**src/rtl/hilo_multu.sv**
```systemverilog
// hilo_multu: sequential unsigned shift-add multiplier with private HI/LO
// result registers. It sits beside the ALU, decodes the same function code,
// and returns HI or LO on its own read port.
//
// Ports:
//   clk     - rising-edge clock
//   reset   - asynchronous, active-low reset
//   dataA   - multiplicand, captured when a multiply is accepted
//   dataB   - multiplier, captured when a multiply is accepted
//   Signal  - 6-bit function code (MULTU starts, MFHI/MFLO read)
//   dataOut - HI on MFHI, LO on MFLO, otherwise zero (combinational)
//   busy    - high while iterating
//   done    - one-cycle pulse after HI/LO have been updated
module hilo_multu #(
  parameter int unsigned WIDTH      = 32,
  parameter logic [5:0]  MULTU_CODE = 6'd25,
  parameter logic [5:0]  MFHI_CODE  = 6'd16,
  parameter logic [5:0]  MFLO_CODE  = 6'd18
) (
  input  logic             clk,
  input  logic             reset,
  input  logic [WIDTH-1:0] dataA,
  input  logic [WIDTH-1:0] dataB,
  input  logic [5:0]       Signal,
  output logic [WIDTH-1:0] dataOut,
  output logic             busy,
  output logic             done
);

  localparam int unsigned   CW   = (WIDTH > 1) ? $clog2(WIDTH) : 1;
  localparam logic [CW-1:0] LAST = CW'(WIDTH - 1);

  typedef enum logic [1:0] {
    S_IDLE,
    S_MUL,
    S_DONE
  } state_t;

  state_t             state;
  state_t             next_state;
  logic [WIDTH-1:0]   mcand;
  logic [2*WIDTH-1:0] prod;
  logic [2*WIDTH-1:0] prod_next;
  logic [WIDTH:0]     sum;
  logic [CW-1:0]      cnt;
  logic [WIDTH-1:0]   hi;
  logic [WIDTH-1:0]   lo;
  logic               accept;
  logic               last;

  // One shift-add step; the carry out of the upper half is kept so the
  // shifted product stays exact.
  always_comb begin
    sum = {1'b0, prod[2*WIDTH-1:WIDTH]};
    if (prod[0]) begin
      sum = {1'b0, prod[2*WIDTH-1:WIDTH]} + {1'b0, mcand};
    end
    prod_next = {sum, prod[WIDTH-1:1]};
  end

  always_comb begin
    accept     = ((state == S_IDLE) || (state == S_DONE)) && (Signal == MULTU_CODE);
    last       = (state == S_MUL) && (cnt == LAST);
    busy       = (state == S_MUL);
    done       = (state == S_DONE);
    next_state = state;
    case (state)
      S_IDLE:  if (accept) next_state = S_MUL;
      S_MUL:   if (last) next_state = S_DONE;
      S_DONE:  next_state = accept ? S_MUL : S_IDLE;
      default: next_state = S_IDLE;
    endcase
  end

  always_ff @(posedge clk or negedge reset) begin
    if (!reset) begin
      state <= S_IDLE;
    end else begin
      state <= next_state;
    end
  end

  always_ff @(posedge clk or negedge reset) begin
    if (!reset) begin
      mcand <= '0;
      prod  <= '0;
      cnt   <= '0;
      hi    <= '0;
      lo    <= '0;
    end else if (accept) begin
      mcand <= dataA;
      prod  <= {{WIDTH{1'b0}}, dataB};
      cnt   <= '0;
    end else if (state == S_MUL) begin
      prod <= prod_next;
      cnt  <= cnt + CW'(1);
      // HI/LO take the finished product on the same edge as the last step,
      // so they are never exposed to partial results.
      if (last) begin
        {hi, lo} <= prod_next;
      end
    end
  end

  always_comb begin
    dataOut = '0;
    if (Signal == MFHI_CODE) begin
      dataOut = hi;
    end else if (Signal == MFLO_CODE) begin
      dataOut = lo;
    end
  end

endmodule
```
**config.mk**
```make
export PLATFORM = sky130hd
export DESIGN_NAME = hilo_multu
export DESIGN_NICKNAME = d
export VERILOG_FILES = /design/src/rtl/hilo_multu.sv
export SDC_FILE = /design/constraint.sdc
export NUM_CORES = 1
export LEC_CHECK = 0
export BUFFER_PORTS_ARGS = -buffer_cell sky130_fd_sc_hd__buf_2
export CORE_UTILIZATION = 45
export CTS_CLUSTER_DIAMETER = 200
export DETAILED_ROUTE_END_ITERATION = 8
export PLACE_DENSITY_LB_ADDON = 0.12
export REMOVE_ABC_BUFFERS = 1
export SYNTH_ARGS = -nofsm -noshare
export SYNTH_HDL_FRONTEND = slang
export SYNTH_SLANG_ARGS = --single-unit
```
**constraint.sdc**
```tcl
create_clock -name clk -period 7.9 [get_ports clk]
set_clock_uncertainty 0.2 [all_clocks]
set_input_delay 1.185 -clock clk [delete_from_list [all_inputs] [get_ports clk]]
set_output_delay 1.185 -clock clk [all_outputs]
set_load 0.005 [all_outputs]
```
==> results of run 1 <==
-- final cells by class --
type | count | area (um2)
fillers | 1907 | 9280
multi-input cells | 810 | 4740
flip-flops and latches | 167 | 4180
repair buffers | 116 | 614
clock buffers | 18 | 429
well taps | 265 | 332
clock inverters | 14 | 186
inverters | 7 | 26.3
-- state kept, by name, indices dropped and copies added, names as in the netlist --
register  cells
cnt           5
prod         64
lo           32
mcand        32
hi           32
state         2
-- logic make-up after synthesis --
logic type,Yosys count,share of synthesized area [%]
AO/OA/AOI/OAI,264,20.1
XOR/XNOR,23,2.18
adder cells (fa/ha/maj),35,4.83
buffers and inverters,78,3.60
flip-flops,167,45.3
multiplexers,22,2.39
AND/OR/NAND/NOR,466,21.6
-- metrics by stage --
step	total power, uW	setup WS [ps]
floorplan	2030	2330
global placement	2380	3280
detailed placement	2400	3200
CTS	3280	3240
global route	3460	3150
finish	3260	3250
-- metal layers --
metal / part of all wire, % / wire length (um) / up-vias
met5: 0 / 0 / -
li1: - / - / 3845
met2: 49 / 11800 / 141
met4: 1.8 / 435 / 0
met1: 46 / 11000 / 3711
met3: 3.0 / 722 / 33
-- synth_stat cells (3+ instances only) --
master    number  area [um2]
nand2_1      329        1230
dfrtp_1      167        4180
o21ai_0       47         235
clkbuf_1      43         161
a21oi_1       42         210
nor2_1        38         143
ha_1          34         425
nand3_1       34         170
a22o_1        33         289
o21ai_1       33         165
a22oi_1       32         240
buf_2         24         120
mux2i_1       22         220
xor2_1        15         131
nand4_1       12        75.1
and3_1        10        62.6
a21o_1         9        67.6
nor3_1         9        45.0
a31oi_1        8        50.1
xnor2_1        8        70.1
nand2b_1       7        43.8
or3_1          6        37.5
inv_1          5        18.8
nor4_1         5        31.3
o31ai_1        5        37.5
a211oi_1       4        30.0
a21boi_0       4        30.0
a21oi_2        4        35.0
a311oi_1       4        35.0
a32oi_1        4        35.0
nor2b_1        4        25.0
o211ai_1       4        30.0
a211o_1        3        26.3
nor3_2         3        30.0
o21a_1         3        22.5
-- worst max-delay path: cells and delay by family --
family | cells | cell delay (ps)
AND/OR/NAND/NOR | 2 | 1250
AO/OA/AOI/OAI | 1 | 190
buffers and inverters | 3 | 620
-- path summary, 6_finish.rpt --
path                            cells past startpoint       from  slack, ps           to
worst max-delay path                                6  Signal[1]       3250  dataOut[18]
worst min-delay path                                2    prod[0]        280      prod[0]
worst max register to register                      9   mcand[0]       4740       hi[27]
worst min register to register                      2    prod[0]        280      prod[0]
max in group asynchronous                           2      reset       5380     state[1]
min in group asynchronous                           1      reset        650    mcand[25]
-- power groups by stage --
stage                     sequential (uW)  combinational, uW  clock, uW
after CTS                            1220               1170        888
after floorplan                      1200                832          0
after global routing                 1240               1300        923
after detailed placement             1230               1160          0
final                                1220               1170        874
after global placement               1230               1150          0
==> impl_metrics.csv, run 1 <==
group,metric,value,unit
cells_and_area,layout_common_cells,"nand2_1, dfrtp_1, buf_2, o21ai_0, a21oi_1",
job,maxCapViolations,0,
drt,drtIter0Drc,454,
clock_network,cts.sinks,167,
critical_path,slowest_delay,690,ps
pwr,leakagePower,0.00527,uW
drt,viasPerCell,5.53,
cells_and_area,design_area,10500,um2
global_route,track_usage,23.5,%
placed_design,gp_congestion,0.910,
floorplanning,core_area,19800,um2
pwr,p_switching,1300,uW
floorplanning,die_w,145,um
critical_path,path_cells,"buf_2, or4b_4, nor3_2, buf_4, a22o_1, buf_2",
pwr,pwr-share-clk,26.8,%
clock_network,insertion_delay,430,ps
critical_path,required,6510,ps
logic_synthesis,ys_ff_latch,167,
drt,antenna_left,0,
cells_and_area,antennaDiodeCount,0,
sta,finalSetupViolCount,0,
sta,period_share,58.8,%
clock_network,cts_root_buffer,"clkbuf_16",
critical_path,endpoint_kind,"primary output",
sta,rsz0062_at_grt,"no",
cells_and_area,drive_above_1_share,15.6,%
logic_synthesis,async_reset_ff_share,100,%
drt,route.detailed.drc,0,
global_route,grt_use_met2,40.4,%
logic_synthesis,yosysWarnings,0,
sta,fin_crit,4650,ps
drt,dr.pass1.iters,5,
sta,worst_pin_slew,918,ps
floorplanning,dieArea,21100,um2
clock_network,cts-resized-gates,0,
clock_network,cts_tree,"built",
drt,drt-total-wl,24000,um
sta,tns,0,ps
critical_path,critPathKind,"primary input to primary output",
critical_path,cp_common_cell,"buf_2",
pwr,internal_power,1960,uW
pwr,seqPwrFrac,37.4,%
pwr,switching_share,40.0,%
cells_and_area,final_cells,1397,
global_route,grt_max_degree,96,
logic_synthesis,ys_types,68,
clock_network,hold_buffers,0,
floorplanning,pin_count,106,
floorplanning,start_util,46.6,%
critical_path,cp_slowest_cell,"nor3_2",
drt,vias,7730,
cells_and_area,areaGrowthSynthToFinish,13.9,%
placed_design,hpwlAfterDp,16500,um
floorplanning,rows,51,
clock_network,path_clk_slew,70,ps
min_path,hp-class,"flop to flop",
logic_synthesis,synthFlopType,"dfrtp_1",
cells_and_area,final_common_cell,"nand2_1",
clock_network,cts_buffers,17,
critical_path,cp.arrival,3260,ps
global_route,grtUsageMet1,30.4,%
sta,slew_headroom,38.8,%
logic_synthesis,synth-seq-area-share,45.3,%
placed_design,portBuffers,105,
global_route,grt_antenna_before_repair,1,
logic_synthesis,syn-instance-count,1055,
global_route,grtUsageMet3,3.74,%
placed_design,dpl_cell_area,9890,um2
global_route,grt_pass1_vias,7706,
clock_network,htree_levels,4,
clock_network,cts.path.max_buffers,2,
global_route,top_usage_layer,"met2",
run_status,outcome,"finished clean",
global_route,grt_pass1_wl,39800,um
sta,hold_ws,279,ps
clock_network,cts_setup_buffers,0,
floorplanning,die_h,145,um
cells_and_area,fin_util,53.1,%
critical_path,cp_max_fo,21,
logic_synthesis,syn_area,9220,um2
cells_and_area,design.final.nets,1226,
pwr,p_comb_share,35.8,%
global_route,grt.overflow.total,0,
sta,drv_slew,0,
placed_design,placed_cells,1365,
critical_path,startpoint_type,"primary input",
sta,fmax,0.215,GHz
logic_synthesis,synth_area_per_cell,8.74,um2
logic_synthesis,synth_edf_count,0,
pwr,peakVddDrop,0.000175,V
drt,wire_per_inst,17.2,um
pwr,power_density,310,nW/um2
sta,finalHoldViolCount,0,
No activity file was read; power rests on OpenSTA's default activity.
==> inputs of run 2 (changes only) <==
- clock period: 7.9 -> 4.24 ns (I/O delays scaled with it)
==> impl_metrics.csv, run 2 (synthesized netlist as in run 1, its figures left out) <==
group,metric,value,unit
cells_and_area,design.final.nets,1228,
sta,fin_crit,3020,ps
global_route,grt.overflow.total,0,
critical_path,cp.arrival,2180,ps
run_status,outcome,"finished clean",
pwr,pwr-share-clk,26.8,%
clock_network,cts.sinks,167,
drt,viasPerCell,5.55,
global_route,grt_pass1_wl,40200,um
critical_path,crit_start,"Signal[1]",
drt,drt-total-wl,24300,um
drt,antenna_left,0,
clock_network,cts_buffers,17,
placed_design,gp_congestion,0.877,
job,maxCapViolations,0,
pwr,leakagePower,0.00528,uW
clock_network,htree_levels,4,
placed_design,hpwlAfterDp,16500,um
sta,fin_ws,1220,ps
clock_network,cts_tree,"built",
pwr,seqPwrFrac,37.4,%
drt,vias,7767,
drt,route.detailed.drc,0,
clock_network,path_clk_slew,80,ps
critical_path,cp_top_family,"simple AND/OR/NAND/NOR gates",
critical_path,cp_max_fo,21,
sta,finalHoldViolCount,0,
sta,finalSetupViolCount,0,
critical_path,path_cells,"buf_2, or4b_4, nor3_2, buf_4, a22o_1, buf_2",
floorplanning,die_w,145,um
placed_design,pre_cts_ws,1150,ps
critical_path,endpoint_kind,"primary output",
placed_design,placed_cells,1366,
pwr,p_comb_share,35.8,%
critical_path,critPathKind,"primary input to primary output",
critical_path,r2r_start,"prod[42]",
cells_and_area,fillerInstances,1860,
critical_path,cp_common_cell,"buf_2",
cells_and_area,areaGrowthSynthToFinish,14.2,%
clock_network,hold_buffers,1,
min_path,holdCritStartpoint,"dataA[11]",
clock_network,cts_setup_buffers,0,
pwr,internal_power,3650,uW
min_path,hp-class,"primary input to flop",
cells_and_area,seqCellArea,4180,um2
floorplanning,pin_count,106,
cells_and_area,layout_common_cells,"nand2_1, dfrtp_1, buf_2, o21ai_0, a21oi_1",
pwr,p_switching,2430,uW
sta,worst_pin_slew,1020,ps
pwr,switching_share,39.9,%
sta,slew_headroom,32.0,%
clock_network,cts_root_buffer,"clkbuf_16",
critical_path,slowest_delay,570,ps
sta,rsz0062_at_grt,"no",
critical_path,startpoint_type,"primary input",
global_route,grt_pass1_vias,7716,
clock_network,cts.path.max_buffers,2,
pwr,power_density,576,nW/um2
floorplanning,start_util,46.6,%
clock_network,cts-resized-gates,0,
pwr,peakVddDrop,0.000334,V
drt,wire_per_inst,17.3,um
global_route,grt_max_degree,113,
sta,drv_slew,0,
cells_and_area,multiInputGateArea,4740,um2
floorplanning,dieArea,21100,um2
critical_path,required,3400,ps
cells_and_area,final_cells,1399,
drt,drtIter0Drc,389,
global_route,track_usage,23.9,%
floorplanning,core_area,19800,um2
placed_design,portBuffers,105,
floorplanning,die_h,145,um
cells_and_area,final_common_cell,"nand2_1",
critical_path,cp_slowest_cell,"or4b_4",
global_route,grt_antenna_before_repair,0,
cells_and_area,drive_above_1_share,15.7,%
pwr,finalPower,6070,uW
sta,period_share,71.1,%
clock_network,insertion_delay,430,ps
cells_and_area,top_register,"prod",
floorplanning,rows,51,
critical_path,path_buf_inv,3,
sta,fmax,0.332,GHz
drt,dr.pass1.iters,5,
cells_and_area,antennaDiodeCount,0,
cells_and_area,largest_reg_flops,64,
==> run 2: final timing paths <==
path                          endpoint  slack [ps]  cells past startpoint
min                          mcand[11]         190                      3
min reg2reg                      lo[0]         280                      2
max                        dataOut[17]        1220                      6
max in group asynchronous     prod[42]        2360                      3
min in group asynchronous    mcand[24]         500                      2
max reg2reg                     hi[26]        1250                      8
==> run 2: final cells by class <==
type / instances / area share [%]
Clock buffer: 18 / 4.07
Clock inverter: 14 / 1.78
Inverter: 7 / 0.249
Multi-Input combinational cell: 810 / 45.0
Sequential cell: 167 / 39.7
Tap cell: 265 / 3.15
Timing Repair Buffer: 118 / 6.12
==> run 2: through the flow <==
step	setup TNS, ps	area (um2)	hold slack [ps]	util, %
floorplan	-52380	8910	140	-
global placement	0	9910	259	50.1
detailed placement	0	9910	264	50.1
CTS	0	10500	168	53.3
global route	0	10500	183	53.3
finish	0	10500	190	53.3
==> run 2: power groups by stage <==
stage	logic [uW]	registers, uW	clock network, uW
4_1_cts	2180	2270	1660
3_3_place_gp	2140	2300	0
3_5_place_dp	2160	2300	0
2_1_floorplan	1550	2230	0
5_1_grt	2430	2320	1720
6_report	2170	2270	1630
==> run 2: routing by layer <==
layer / GRT usage, % / part of all wire (%) / up-vias
met1: 30.7 / 46 / 3737
met3: 3.99 / 3.3 / 35
met5: 0 / 0 / -
li1: - / - / 3842
met2: 40.7 / 49 / 153
met4: 8.05 / 2.2 / 0
==> run 2: worst reg2reg max path: cells and delay by family, from the launching register on <==
family | cells | cell delay, ps
XOR/XNOR | 1 | 250
AO/OA/AOI/OAI | 6 | 1550
adder cells (fa/ha/maj) | 1 | 450
flip-flops | 1 | 430
